<file path="src/rtl/bcd_overlay_render.sv">
// rtl/bcd_overlay_render.sv - BCD digit overlay renderer with frame-latched shadows and blink/alarm colouring
// Three pix_en-qualified stages: field hit/char lookup, font ROM fetch, colour select.
module bcd_overlay_render #(
  parameter int         N_FIELDS     = 3,
  parameter int         DIGITS       = 6,
  parameter int         SCALE_LOG2   = 1,
  parameter int         X0           = 192,
  parameter int         Y0           = 96,
  parameter int         Y_PITCH      = 160,
  parameter logic [7:0] FG_COLOR     = 8'h07,
  parameter logic [7:0] ALARM_COLOR  = 8'h1A,
  parameter int         BLINK_FRAMES = 30
) (
  input  logic                         clk_i,
  input  logic                         reset_i,
  input  logic                         pix_en_i,
  input  logic [9:0]                   pixel_x_i,
  input  logic [9:0]                   pixel_y_i,
  input  logic                         video_on_i,
  input  logic                         frame_start_i,
  input  logic [N_FIELDS*DIGITS*4-1:0] field_bcd_i,
  input  logic                         edit_i,
  input  logic [3:0]                   cursor_field_i,
  input  logic [3:0]                   cursor_digit_i,
  input  logic                         irq_i,
  output logic [10:0]                  rom_addr_o,
  input  logic [7:0]                   rom_data_i,
  output logic [7:0]                   rgb_o
);

  localparam int BCD_W   = N_FIELDS * DIGITS * 4;
  localparam int GLYPH_W = 8 << SCALE_LOG2;
  localparam int GLYPH_H = 16 << SCALE_LOG2;
  localparam int FIELD_W = DIGITS * GLYPH_W;

  logic [BCD_W-1:0] r_bcd;
  logic             r_edit;
  logic [3:0]       r_cur_f;
  logic [3:0]       r_cur_d;
  logic             r_irq;
  logic [7:0]       r_frame_cnt;
  logic             r_blink;

  logic             r1_hit;
  logic [6:0]       r1_code;
  logic [3:0]       r1_row;
  logic [2:0]       r1_bit;
  logic             r1_von;
  logic             r2_hit;
  logic [2:0]       r2_bit;
  logic             r2_von;
  logic [7:0]       r_rgb;

  logic [31:0]      w_gcol;
  logic [31:0]      w_ydiff;
  logic [31:0]      w_fsel;
  logic             w_x_in;
  logic             w_hit;
  logic [3:0]       w_row;
  logic [3:0]       w_digit;
  logic             w_blank;
  logic [6:0]       w_code;

  assign w_gcol = (32'(pixel_x_i) - 32'(X0)) >> SCALE_LOG2;
  assign w_x_in = (32'(pixel_x_i) >= 32'(X0)) && (32'(pixel_x_i) < 32'(X0 + FIELD_W));

  // Scan from the highest field down so the lowest overlapping index wins.
  always_comb begin
    w_hit   = 1'b0;
    w_fsel  = 32'd0;
    w_ydiff = 32'd0;
    for (int f = N_FIELDS - 1; f >= 0; f--) begin
      if (w_x_in && (32'(pixel_y_i) >= 32'(Y0 + f * Y_PITCH)) &&
          (32'(pixel_y_i) < 32'(Y0 + f * Y_PITCH + GLYPH_H))) begin
        w_hit   = 1'b1;
        w_fsel  = 32'(f);
        w_ydiff = 32'(pixel_y_i) - 32'(Y0 + f * Y_PITCH);
      end
    end
    w_row = 4'(w_ydiff >> SCALE_LOG2);
  end

  always_comb begin
    w_digit = 4'd0;
    for (int f = 0; f < N_FIELDS; f++) begin
      for (int d = 0; d < DIGITS; d++) begin
        if (w_fsel == 32'(f) && w_gcol[31:3] == 29'(d)) begin
          w_digit = r_bcd[(f * DIGITS + d) * 4 +: 4];
        end
      end
    end
    w_blank = r_edit && r_blink &&
              (32'(r_cur_f) < 32'(N_FIELDS)) && (32'(r_cur_d) < 32'(DIGITS)) &&
              (32'(r_cur_f) == w_fsel) && (32'(r_cur_d) == 32'(w_gcol[31:3]));
    w_code  = (w_blank || w_digit > 4'd9) ? 7'h00 : {3'b011, w_digit};
  end

  // Shadows and blink state change only at a qualified frame start.
  always_ff @(posedge clk_i or negedge reset_i) begin
    if (!reset_i) begin
      r_bcd       <= '0;
      r_edit      <= 1'b0;
      r_cur_f     <= 4'd0;
      r_cur_d     <= 4'd0;
      r_irq       <= 1'b0;
      r_frame_cnt <= 8'd0;
      r_blink     <= 1'b0;
    end else if (pix_en_i && frame_start_i) begin
      r_bcd   <= field_bcd_i;
      r_edit  <= edit_i;
      r_cur_f <= cursor_field_i;
      r_cur_d <= cursor_digit_i;
      r_irq   <= irq_i;
      if (r_frame_cnt == 8'(BLINK_FRAMES - 1)) begin
        r_frame_cnt <= 8'd0;
        r_blink     <= ~r_blink;
      end else begin
        r_frame_cnt <= r_frame_cnt + 8'd1;
      end
    end
  end

  always_ff @(posedge clk_i or negedge reset_i) begin
    if (!reset_i) begin
      r1_hit  <= 1'b0;
      r1_code <= 7'h00;
      r1_row  <= 4'd0;
      r1_bit  <= 3'd0;
      r1_von  <= 1'b0;
      r2_hit  <= 1'b0;
      r2_bit  <= 3'd0;
      r2_von  <= 1'b0;
      r_rgb   <= 8'h00;
    end else if (pix_en_i) begin
      r1_hit  <= w_hit;
      r1_code <= w_code;
      r1_row  <= w_row;
      r1_bit  <= w_gcol[2:0];
      r1_von  <= video_on_i;
      r2_hit  <= r1_hit;
      r2_bit  <= r1_bit;
      r2_von  <= r1_von;
      if (!r2_von) begin
        r_rgb <= 8'h00;
      end else if (r2_hit && rom_data_i[3'd7 - r2_bit]) begin
        r_rgb <= FG_COLOR;
      end else if (r_irq && !r_blink) begin
        r_rgb <= ALARM_COLOR;
      end else begin
        r_rgb <= 8'h00;
      end
    end
  end

  // The ROM registers this address on the S2 edge, so its data lines up with S3.
  assign rom_addr_o = r1_hit ? {r1_code, r1_row} : 11'h000;
  assign rgb_o      = r_rgb;

endmodule

</file>
<file path="config.mk">
export PLATFORM = sky130hd
export DESIGN_NAME = bcd_overlay_render
export DESIGN_NICKNAME = d
export VERILOG_FILES = /design/src/rtl/bcd_overlay_render.sv
export SDC_FILE = /design/constraint.sdc
export NUM_CORES = 1
export LEC_CHECK = 0
export ABC_AREA = 0
export BUFFER_PORTS_ARGS = -buffer_cell sky130_fd_sc_hd__buf_2
export CORE_UTILIZATION = 40
export DETAILED_ROUTE_END_ITERATION = 6
export HOLD_SLACK_MARGIN = 0.15
export PLACE_DENSITY = 0.6
export SLEW_MARGIN = 20
export SYNTH_ARGS = -nofsm -noshare
export SYNTH_HDL_FRONTEND = slang
export SYNTH_SLANG_ARGS = --single-unit
</file>
<file path="constraint.sdc">
create_clock -name clk_i -period 2.8 [get_ports clk_i]
set_input_delay 0 -clock clk_i [delete_from_list [all_inputs] [get_ports clk_i]]
set_output_delay 0 -clock clk_i [all_outputs]
set_load 0.1 [all_outputs]
</file>
# After elaboration in Yosys (flattened, before gate mapping)
# Cells that the tools add are included.
[totals] register_bits=120 input_bits=115 out_inout_bits=19 word_cells=118
[op_classes] n_addsub=6 magnitude_cmp=12 eq_ne=10 n_mux=35 bitwise_logic=1 reduce_logical=38
[ops] operator="$mux 4" count=18
[ops] operator="$eq 28x2->1 const B" count=2
[ops] operator="$eq 28x3->1 const B" count=2
[ops] operator="$logic_and 1x1->1" count=33
[ops] operator="$eq 32x1->1 const B" count=1
[ops] operator="$eq 32x2->1 const B" count=1
[ops] operator="$eq 4x32->1" count=1
[ops] operator="$logic_not 32->1" count=1
[ops] operator="$mux 32" count=1
[ops] operator="$lt 10x9->1 const B" count=3
[ops] operator="$mux 5" count=6
[ops] operator="$logic_not 29->1" count=1
[ops] operator="$eq 28x1->1 const B" count=1
[ops] operator="$eq 4x28->1" count=1
[ops] operator="$ge 10x9->1 const B" count=2
[ops] operator="$sub 5x1->5 const B" count=3
[ops] operator="$mux 11" count=1
[ops] operator="$sub 10x8->11 const B" count=1
[ops] operator="$ge 10x7->1 const B" count=1
[ops] operator="$ge 10x8->1 const B" count=1
[ops] operator="$lt 10x8->1 const B" count=1
[ops] operator="$add 8x1->8 const B" count=1
[ops] operator="$eq 8x5->1 const B" count=1
[ops] operator="$mux 8" count=1
[ops] operator="other kinds (13)" count=17

# Longest topological paths before layout
# Gate-level depths: netlist of run 1.
[depth] word_depth=30 depth_mapped=12 ltp_nobuf=10

# Least setup slack after synthesis of run 1
# OpenSTA, ideal clock, no wires.
[synth_timing] kind="input to register" from="input pixel_x_i[6]" to="register r1_code[3]" setup_ns=0.122 arrival_time_ns=2.013 required_time_ns=2.678 setup_slack_ns=0.666 path_stages=10 path_buffers=2 cell_sequence="inv_1 ha_1 and3b_1 clkbuf_1 o211a_1 buf_4 a32o_1 o41a_1 o22a_1 a32o_1"
[synth_via] elab_chain_len=30 word_cells_on_any_way=65 cone_classes="add/sub: 1; order compare: 3; eq/ne: 9; mux: 22; reduce/logical: 30"
[synth_lines] item="start, declared" line="17" source="input logic [9:0] pixel_x_i,"
[synth_lines] item="$ge 10x8->1 or $lt 10x9->1 (tied branches)" line="65" source="assign w_x_in = (32'(pixel_x_i) >= 32'(X0)) && (32'(pixel_x_i) < 32'(X0 + FIELD_W));"
[synth_lines] item="$logic_and 1x1->1" line="65"
[synth_lines] item="$logic_and 1x1->1 (2 in a row)" line="73" source="if (w_x_in && (32'(pixel_y_i) >= 32'(Y0 + f * Y_PITCH)) &&"
[synth_lines] item="$mux 2 (2 in a row)" line="73"
[synth_lines] item="$mux 32" line="73"
[synth_lines] item="$logic_not 32->1" line="87" source="if (w_fsel == 32'(f) && w_gcol[31:3] == 29'(d)) begin"
[synth_lines] item="$logic_and 1x1->1" line="87"
[synth_lines] item="$mux 4 (18 in a row)" line="87"
[synth_lines] item="$gt 4x4->1" line="95" source="w_code = (w_blank || w_digit > 4'd9) ? 7'h00 : {3'b011, w_digit};"
[synth_lines] item="$logic_or 1x1->1" line="95"
[synth_lines] item="$mux 6 *" line="95"
[synth_lines] item="end signal, assigned" line="136" source="r1_code <= w_code;"
[synth_lines] item="end, declared" line="45" source="logic [6:0] r1_code;"
# Every way passes the cells marked *; elsewhere a longest branch is shown, timed or not.
# A chain may end at the register's enable or synchronous reset.

# Worst setup path after layout of run 1
[layout_timing] from="input pixel_y_i[9]" to="register r1_code[0]"
[layout_via] elab_chain_len=29 word_cells_on_any_way=60 cone_classes="order compare: 7; eq/ne: 3; mux: 22; reduce/logical: 28"
[layout_lines] item="start, declared" line="18" source="input logic [9:0] pixel_y_i,"
[layout_lines] item="$ge 10x9->1" line="73"
[layout_lines] item="$logic_and 1x1->1 (2 in a row)" line="73"
[layout_lines] item="$mux 2 (2 in a row)" line="73"
[layout_lines] item="$mux 32 *" line="73"
[layout_lines] item="$logic_not 32->1" line="87"
[layout_lines] item="$logic_and 1x1->1" line="87"
[layout_lines] item="$mux 4 (18 in a row)" line="87"
[layout_lines] item="$gt 4x4->1" line="95"
[layout_lines] item="$logic_or 1x1->1" line="95"
[layout_lines] item="$mux 6 *" line="95"
# Marks and branches as above.

==> results.sh, run 1 <==
export IMPL_startpoint_type="primary input"
export IMPL_grt_remaining_overflow=0
export IMPL_fin_hold_ws_ns=0.148
export IMPL_grtUsageTotal_pct=24.2
export IMPL_yosys_register_bits=113
export IMPL_antenna_cells=0
export IMPL_antenna_found_initial=0
export IMPL_power_leakage_nw=4.12
export IMPL_io_buffers=127
export IMPL_skew_ns=0.00604
export IMPL_worst_ir_drop_vdd_mv=0.410
export IMPL_setup_viol=0
export IMPL_netlist_instances=662
export IMPL_avgSynthCellArea_sq_um=8.97
export IMPL_via_per_inst=5.11
export IMPL_htree_num_levels=4
export IMPL_clk_latency_ns=0.41
export IMPL_cp_end_kind="flip-flop"
export IMPL_clock_root_buffer="clkbuf_16"
export IMPL_first_pass_iters=5
export IMPL_hp_class="in2async"
export IMPL_wire_per_inst_um=16.3
export IMPL_ys_seq_area_share_pct=47.6
export IMPL_post_route_drc_count=0
export IMPL_num_io_pins=134
export IMPL_numCtsBuffers=17
export IMPL_grt_pass1_wl_um=27500
export IMPL_place_congestion=0.898
export IMPL_finalSetupTns_ns=0
export IMPL_status="completed"
export IMPL_coreArea_sq_um=14500
export IMPL_fin_crit_ns=2.49
export IMPL_cts_setup_buffers=0
export IMPL_nets=1005
export IMPL_relSlewSlack_pct=30.8
export IMPL_yosys_warnings=0
export IMPL_grt_pass1_vias=5371
export IMPL_powerDensity_nw_per_um2=609
export IMPL_num_vias=5528
export IMPL_hold_viol_final=0
export IMPL_cts_path_max_buffers=2
export IMPL_syn_cell_area_sq_um=5940
export IMPL_drtAntennaViolNets=0
export IMPL_die_w_um=124
export IMPL_dieArea_sq_um=15300
export IMPL_maxSlewViolCount=0
export IMPL_post_route_period_util_pct=89.0
export IMPL_worstPathMaxFanout=8
export IMPL_maxCapViolations=0
export IMPL_cts_tree="yes"
export IMPL_fmax_mhz=402
export IMPL_row_count=44
export IMPL_grt_max_degree=67
export IMPL_die_height_um=124
export IMPL_area_delta_synth_final_pct=41.8
export IMPL_final_area_sq_um=8430
export IMPL_critPathKind="in2reg"
export IMPL_cts_sinks=113
export IMPL_start_util_pct=40.9
export IMPL_p_total_mw=5.13
export IMPL_synthFlopType="dfrtp_1"
export IMPL_clk_pin_slew_ns=0.05
export IMPL_drtIter0Drc=328
export IMPL_worstPathArrival_ns=2.78
export IMPL_synth_cell_type_count=77
export IMPL_drt_wl_total_um=17700
export IMPL_required_ns=3.08
export IMPL_synthArstFlopShare_pct=100
export IMPL_layout_drive_gt1_share_pct=23.5
export IMPL_synth_edf_count=0
export IMPL_place_area_sq_um=6770
export IMPL_worst_slew_pin_slew_ns=1.03
export IMPL_hpwl_um=12100
power breakdown:
| group | internal [mW] | total, mW | switching, mW |
|---|---|---|---|
| combinational | 0.369 | 0.813 | 0.445 |
| clock | 1.54 | 2.34 | 0.796 |
| sequential | 1.84 | 1.98 | 0.148 |
cell families (layout without fill, tap and decap cells):
group	Yosys count	count (layout)	synth area share, %
AO/OA/AOI/OAI	104	104	14.8
other	1	4	0.0631
XOR/XNOR	9	9	1.33
adder cells (fa/ha/maj)	5	5	1.05
multiplexers	26	26	5.52
AND/OR/NAND/NOR	347	347	25.3
buffers and inverters	57	290	4.38
flip-flops	113	113	47.6
cells in the mapped netlist, drive strengths merged (4+ instances only):
cell	number	area [sq um]
mux2i	8	80.1
nor3	10	50.1
inv	15	56.3
dfrtp	113	2830
or3	5	33.8
o2bb2ai	5	43.8
and2	12	75.1
a2111oi	4	55.1
a211oi	6	50.1
clkbuf	20	75.1
a21oi	11	66.3
o21ai	20	115
a22oi	5	37.5
o32ai	4	35.0
mux2	14	158
nand3	11	55.1
nor2	17	63.8
a221oi	5	43.8
xnor2	6	52.6
nor2b	9	56.3
o211ai	5	56.3
and3b	4	38.8
nand2	261	982
ha	5	62.6
mux4	4	90.1
buf	22	129
a22o	6	52.6
timing repair:
item | in CTS | in global routing
gates resized for setup | 0 | 2
hold endpoints to repair | 217 | 0
hold buffers | 101 | 0
endpoints found under the setup margin | 0 | 1
state kept, by name (all words and copies together), names as in the netlist, 3 cells and up:
| signal | flops |
|---|---|
| r_bcd | 72 |
| r1_bit | 3 |
| r_frame_cnt | 8 |
| r_cur_f | 4 |
| r2_bit | 3 |
| rgb_o | 3 |
| r_cur_d | 4 |
| r1_row | 4 |
| r1_code | 5 |
stage by stage:
stage | setup slack (ns) | cells | util (%)
2_1_floorplan | 0.666 | 665 | -
3_3_place_gp | 0.262 | 949 | 46.6
3_5_place_dp | 0.204 | 949 | 46.6
4_1_cts | 0.320 | 1082 | 57.9
5_1_grt | -0.00484 | 1082 | 58.0
6_report | 0.309 | 1082 | 58.0
final cells by class:
type / instances / area [sq um]
clock inverter: 12 / 179
multi-input combinational: 495 / 2880
inverter: 15 / 56.3
timing repair buffer: 243 / 1800
sequential: 113 / 2830
clock buffer: 20 / 457
tap: 184 / 230
fill: 1313 / 6110
cells in the final DEF, fill, tap and decap left out, types with 4 or more instances in the layout:
| cell | Yosys | layout |
|---|---|---|
| o21ai_0 | 17 | 17 |
| bufinv_16 | 0 | 4 |
| o32ai_1 | 4 | 4 |
| a22o_1 | 6 | 6 |
| mux2_2 | 14 | 14 |
| a22oi_1 | 5 | 5 |
| xnor2_1 | 6 | 6 |
| nor2_1 | 17 | 17 |
| ha_1 | 5 | 5 |
| clkbuf_16 | 0 | 17 |
| nor2b_1 | 9 | 9 |
| a21oi_1 | 10 | 10 |
| o2bb2ai_1 | 5 | 5 |
| buf_4 | 11 | 13 |
| dfrtp_1 | 113 | 113 |
| inv_1 | 15 | 15 |
| and2_1 | 12 | 11 |
| buf_2 | 4 | 126 |
| conb_1 | 1 | 4 |
| mux2i_1 | 8 | 8 |
| nand2_1 | 260 | 259 |
| a221oi_1 | 5 | 5 |
| mux4_2 | 4 | 4 |
| nor3_1 | 10 | 10 |
| a211oi_1 | 5 | 5 |
| dlygate4sd3_1 | 0 | 101 |
| nand3_1 | 11 | 11 |
per-layer routing:
| layer | vias to the layer above | GRT usage (%) | share of wire (%) |
|---|---|---|---|
| met2 | 149 | 39.3 | 48 |
| met1 | 2671 | 32.4 | 47 |
| met5 | - | 0 | 0 |
| li1 | 2695 | - | - |
| met4 | 0 | 7.23 | 1.2 |
| met3 | 13 | 4.99 | 3.8 |
critical path, cell delays in order:
cell           delay [ns]
dlygate4sd3_1        0.53
buf_2                0.14
nor4b_4              0.46
o211a_2              0.43
a32oi_1              0.18
a2111oi_0            0.43
a21oi_1              0.19
a22oi_1              0.29
o2bb2ai_1            0.12
worst paths after layout:
path                               startpoint        endpoint  slack [ns]  cells after the start
worst max-delay path             pixel_y_i[9]      r1_code[0]        0.31                      9
worst min-delay path                  reset_i       r_bcd[28]        0.15                      2
worst max register to register      r_bcd[38]      r1_code[2]        0.72                      8
worst min register to register      r_bcd[36]       r_bcd[36]        0.47                      2
max in group asynchronous             reset_i  r_frame_cnt[2]        1.88                      3
min in group clk_i              frame_start_i       r_bcd[68]        0.18                      4
Power figures use the tool's default switching activity.
==> run 2, diff against run 1 <==
==> constraint.sdc (replaced) <==
create_clock -name clk_i -period 2.8 [get_ports clk_i]
set_input_delay 0.28 -clock clk_i [delete_from_list [all_inputs] [get_ports clk_i]]
set_output_delay 0.28 -clock clk_i [all_outputs]
set_load 0.1 [all_outputs]
==> run 2 against run 1 <==
  * The run now ends with DRC left
  * Cell count grew 1.0%
  * Total power shrank 2.7%
  * Sequential share of layout area is essentially flat
  * Via count shrank 1.2%
  * Worst hold slack gained 0.13 ns
  * Sequential cell count is the same
  * Register-to-register slack is essentially flat
  * Die area is the same
  * Core utilization grew 0.086 points
==> results.sh, run 2 (synthesis results as in run 1) <==
export IMPL_hold_viol_final=0
export IMPL_worst_slew_pin_slew_ns=1.03
export IMPL_dieArea_sq_um=15300
export IMPL_nFillCells=1293
export IMPL_num_vias=5459
export IMPL_post_route_drc_count=2
export IMPL_power_switching_mw=1.33
export IMPL_cts_sinks=113
export IMPL_clk_pin_slew_ns=0.05
export IMPL_maxSlewViolCount=0
export IMPL_place_area_sq_um=6920
export IMPL_row_count=44
export IMPL_grt_remaining_overflow=0
export IMPL_p_int_mw=3.67
export IMPL_grt_pass1_vias=5353
export IMPL_hp_class="in2reg"
export IMPL_antenna_found_initial=0
export IMPL_via_per_inst=4.99
export IMPL_final_common_cell="nand2_1"
export IMPL_violations="DRC"
export IMPL_worstPathMaxFanout=6
export IMPL_clk_latency_ns=0.42
export IMPL_cts_path_max_buffers=2
export IMPL_final_area_sq_um=8440
export IMPL_powerDensity_nw_per_um2=592
export IMPL_htree_num_levels=4
export IMPL_startpoint_type="primary input"
export IMPL_hpwl_um=12200
export IMPL_largest_reg_flops=72
export IMPL_layout_drive_gt1_share_pct=25.4
export IMPL_final_cell_mix="nand2_1 (259), buf_2 (126), dfrtp_1 (113), dlygate4sd3_1 (91), buf_4 (36)"
export IMPL_required_ns=3.09
export IMPL_ctsHoldBuffers=91
export IMPL_status="complete, but fails checks"
export IMPL_grtUsageTotal_pct=23.4
export IMPL_skew_ns=0.00886
export IMPL_die_height_um=124
export IMPL_clkPwrFrac_pct=43.9
export IMPL_seq_area_sq_um=2830
export IMPL_worstPathArrival_ns=2.62
export IMPL_drtAntennaViolNets=0
export IMPL_clock_root_buffer="clkbuf_16"
export IMPL_final_cells=1093
export IMPL_post_route_period_util_pct=83.3
export IMPL_power_leakage_nw=4.17
export IMPL_critPathKind="in2reg"
export IMPL_seqPwrFrac_pct=39.8
export IMPL_power_frac_comb_pct=16.3
export IMPL_cts_setup_buffers=0
export IMPL_area_delta_synth_final_pct=42.0
export IMPL_top_regs="r_bcd: 72 flops, r_frame_cnt: 8 flops, r1_code: 5 flops"
export IMPL_setup_viol=0
export IMPL_cts_tree="yes"
export IMPL_multi_input_area_sq_um=2870
export IMPL_worst_ir_drop_vdd_mv=0.416
export IMPL_finalSetupTns_ns=0
export IMPL_coreArea_sq_um=14500
export IMPL_cp_end_kind="flip-flop"
export IMPL_numCtsBuffers=17
export IMPL_start_util_pct=40.9
export IMPL_fin_util_pct=58.1
export IMPL_place_congestion=0.908
export IMPL_grt_max_degree=71
export IMPL_grt_setup_unrepaired="false"
export IMPL_drt_wl_total_um=17200
export IMPL_grt_pass1_wl_um=26800
export IMPL_die_w_um=124
export IMPL_relSlewSlack_pct=30.7
export IMPL_io_buffers=127
export IMPL_maxCapViolations=0
export IMPL_nets=1017
export IMPL_sw_frac_of_total_pct=26.6
export IMPL_wire_per_inst_um=15.7
export IMPL_post_cts_resized=0
export IMPL_p_total_mw=4.99
export IMPL_first_pass_iters=7
export IMPL_drtIter0Drc=365
export IMPL_top_register="r_bcd"
export IMPL_dp_cells=971
export IMPL_fmax_mhz=428
export IMPL_num_io_pins=134
export IMPL_fin_crit_ns=2.33
export IMPL_antenna_cells=0
==> run 2: cell types whose count changed in the layout (fill, tap and decap cells not counted), sizes merged <==
cell,before,now
bufinv,4,3
dlygate4sd3,101,91
buf,142,164
inv,18,15
clkbuf,20,21
clkinv,2,5
clkinvlp,3,2
==> run 2: power by group through the flow <==
stage / sequential, mW / combinational (mW) / clock, mW
finish: 1.99 / 0.815 / 2.19
global route: 2.01 / 0.913 / 2.31
global placement: 2.00 / 0.703 / 0
CTS: 1.98 / 0.821 / 2.23
floorplan: 1.99 / 0.436 / 0
detailed placement: 2.01 / 0.719 / 0
==> run 2: worst paths after layout <==
path | from | end | slack, ns | cells after the start
max in group asynchronous | reset_i | r_bcd[54] | 1.61 | 3
worst max register to register | r_bcd[38] | r1_code[2] | 0.73 | 8
worst min register to register | r_bcd[11] | r_bcd[11] | 0.47 | 2
worst min-delay path | pix_en_i | r1_code[4] | 0.27 | 2
min in group asynchronous | reset_i | r_bcd[29] | 0.40 | 2
worst max-delay path | pixel_x_i[7] | r1_code[0] | 0.47 | 11
==> run 2: metal layers <==
layer  vias up  part of all wire, %  global-route usage [%]
met5         -                    0                       0
met4         0                  1.3                    6.55
met3        23                  4.4                    5.72
met2       144                   47                    37.6
met1      2579                   47                    31.4
li1       2713                    -                       -
==> run 2: per-stage QoR <==
stage | hold WS [ns] | worst slack [ns]
floorplan | -0.0156 | 0.386
global placement | 0.306 | 0.127
detailed placement | 0.313 | 0.0926
finish | 0.274 | 0.466
CTS | 0.270 | 0.515
global route | 0.294 | 0.307
==> run 2: cell type report <==
cell class,instances,area share [%]
Inverter,15,0.667
Sequential cell,113,33.5
Tap cell,184,2.73
Timing Repair Buffer,255,21.9
Multi-Input combinational cell,495,34.0
Clock inverter,10,1.59
Clock buffer,21,5.58
==> run 2: critical path: stages <==
cell and delay [ns]:
buf_2 0.17, inv_1 0.07, ha_1 0.19, and3b_1 0.24, nor2_1 0.33, nor2_1 0.17, o32ai_1 0.44, o221ai_2 0.19
and3b_1 0.23, a22oi_1 0.20, o2bb2ai_1 0.11
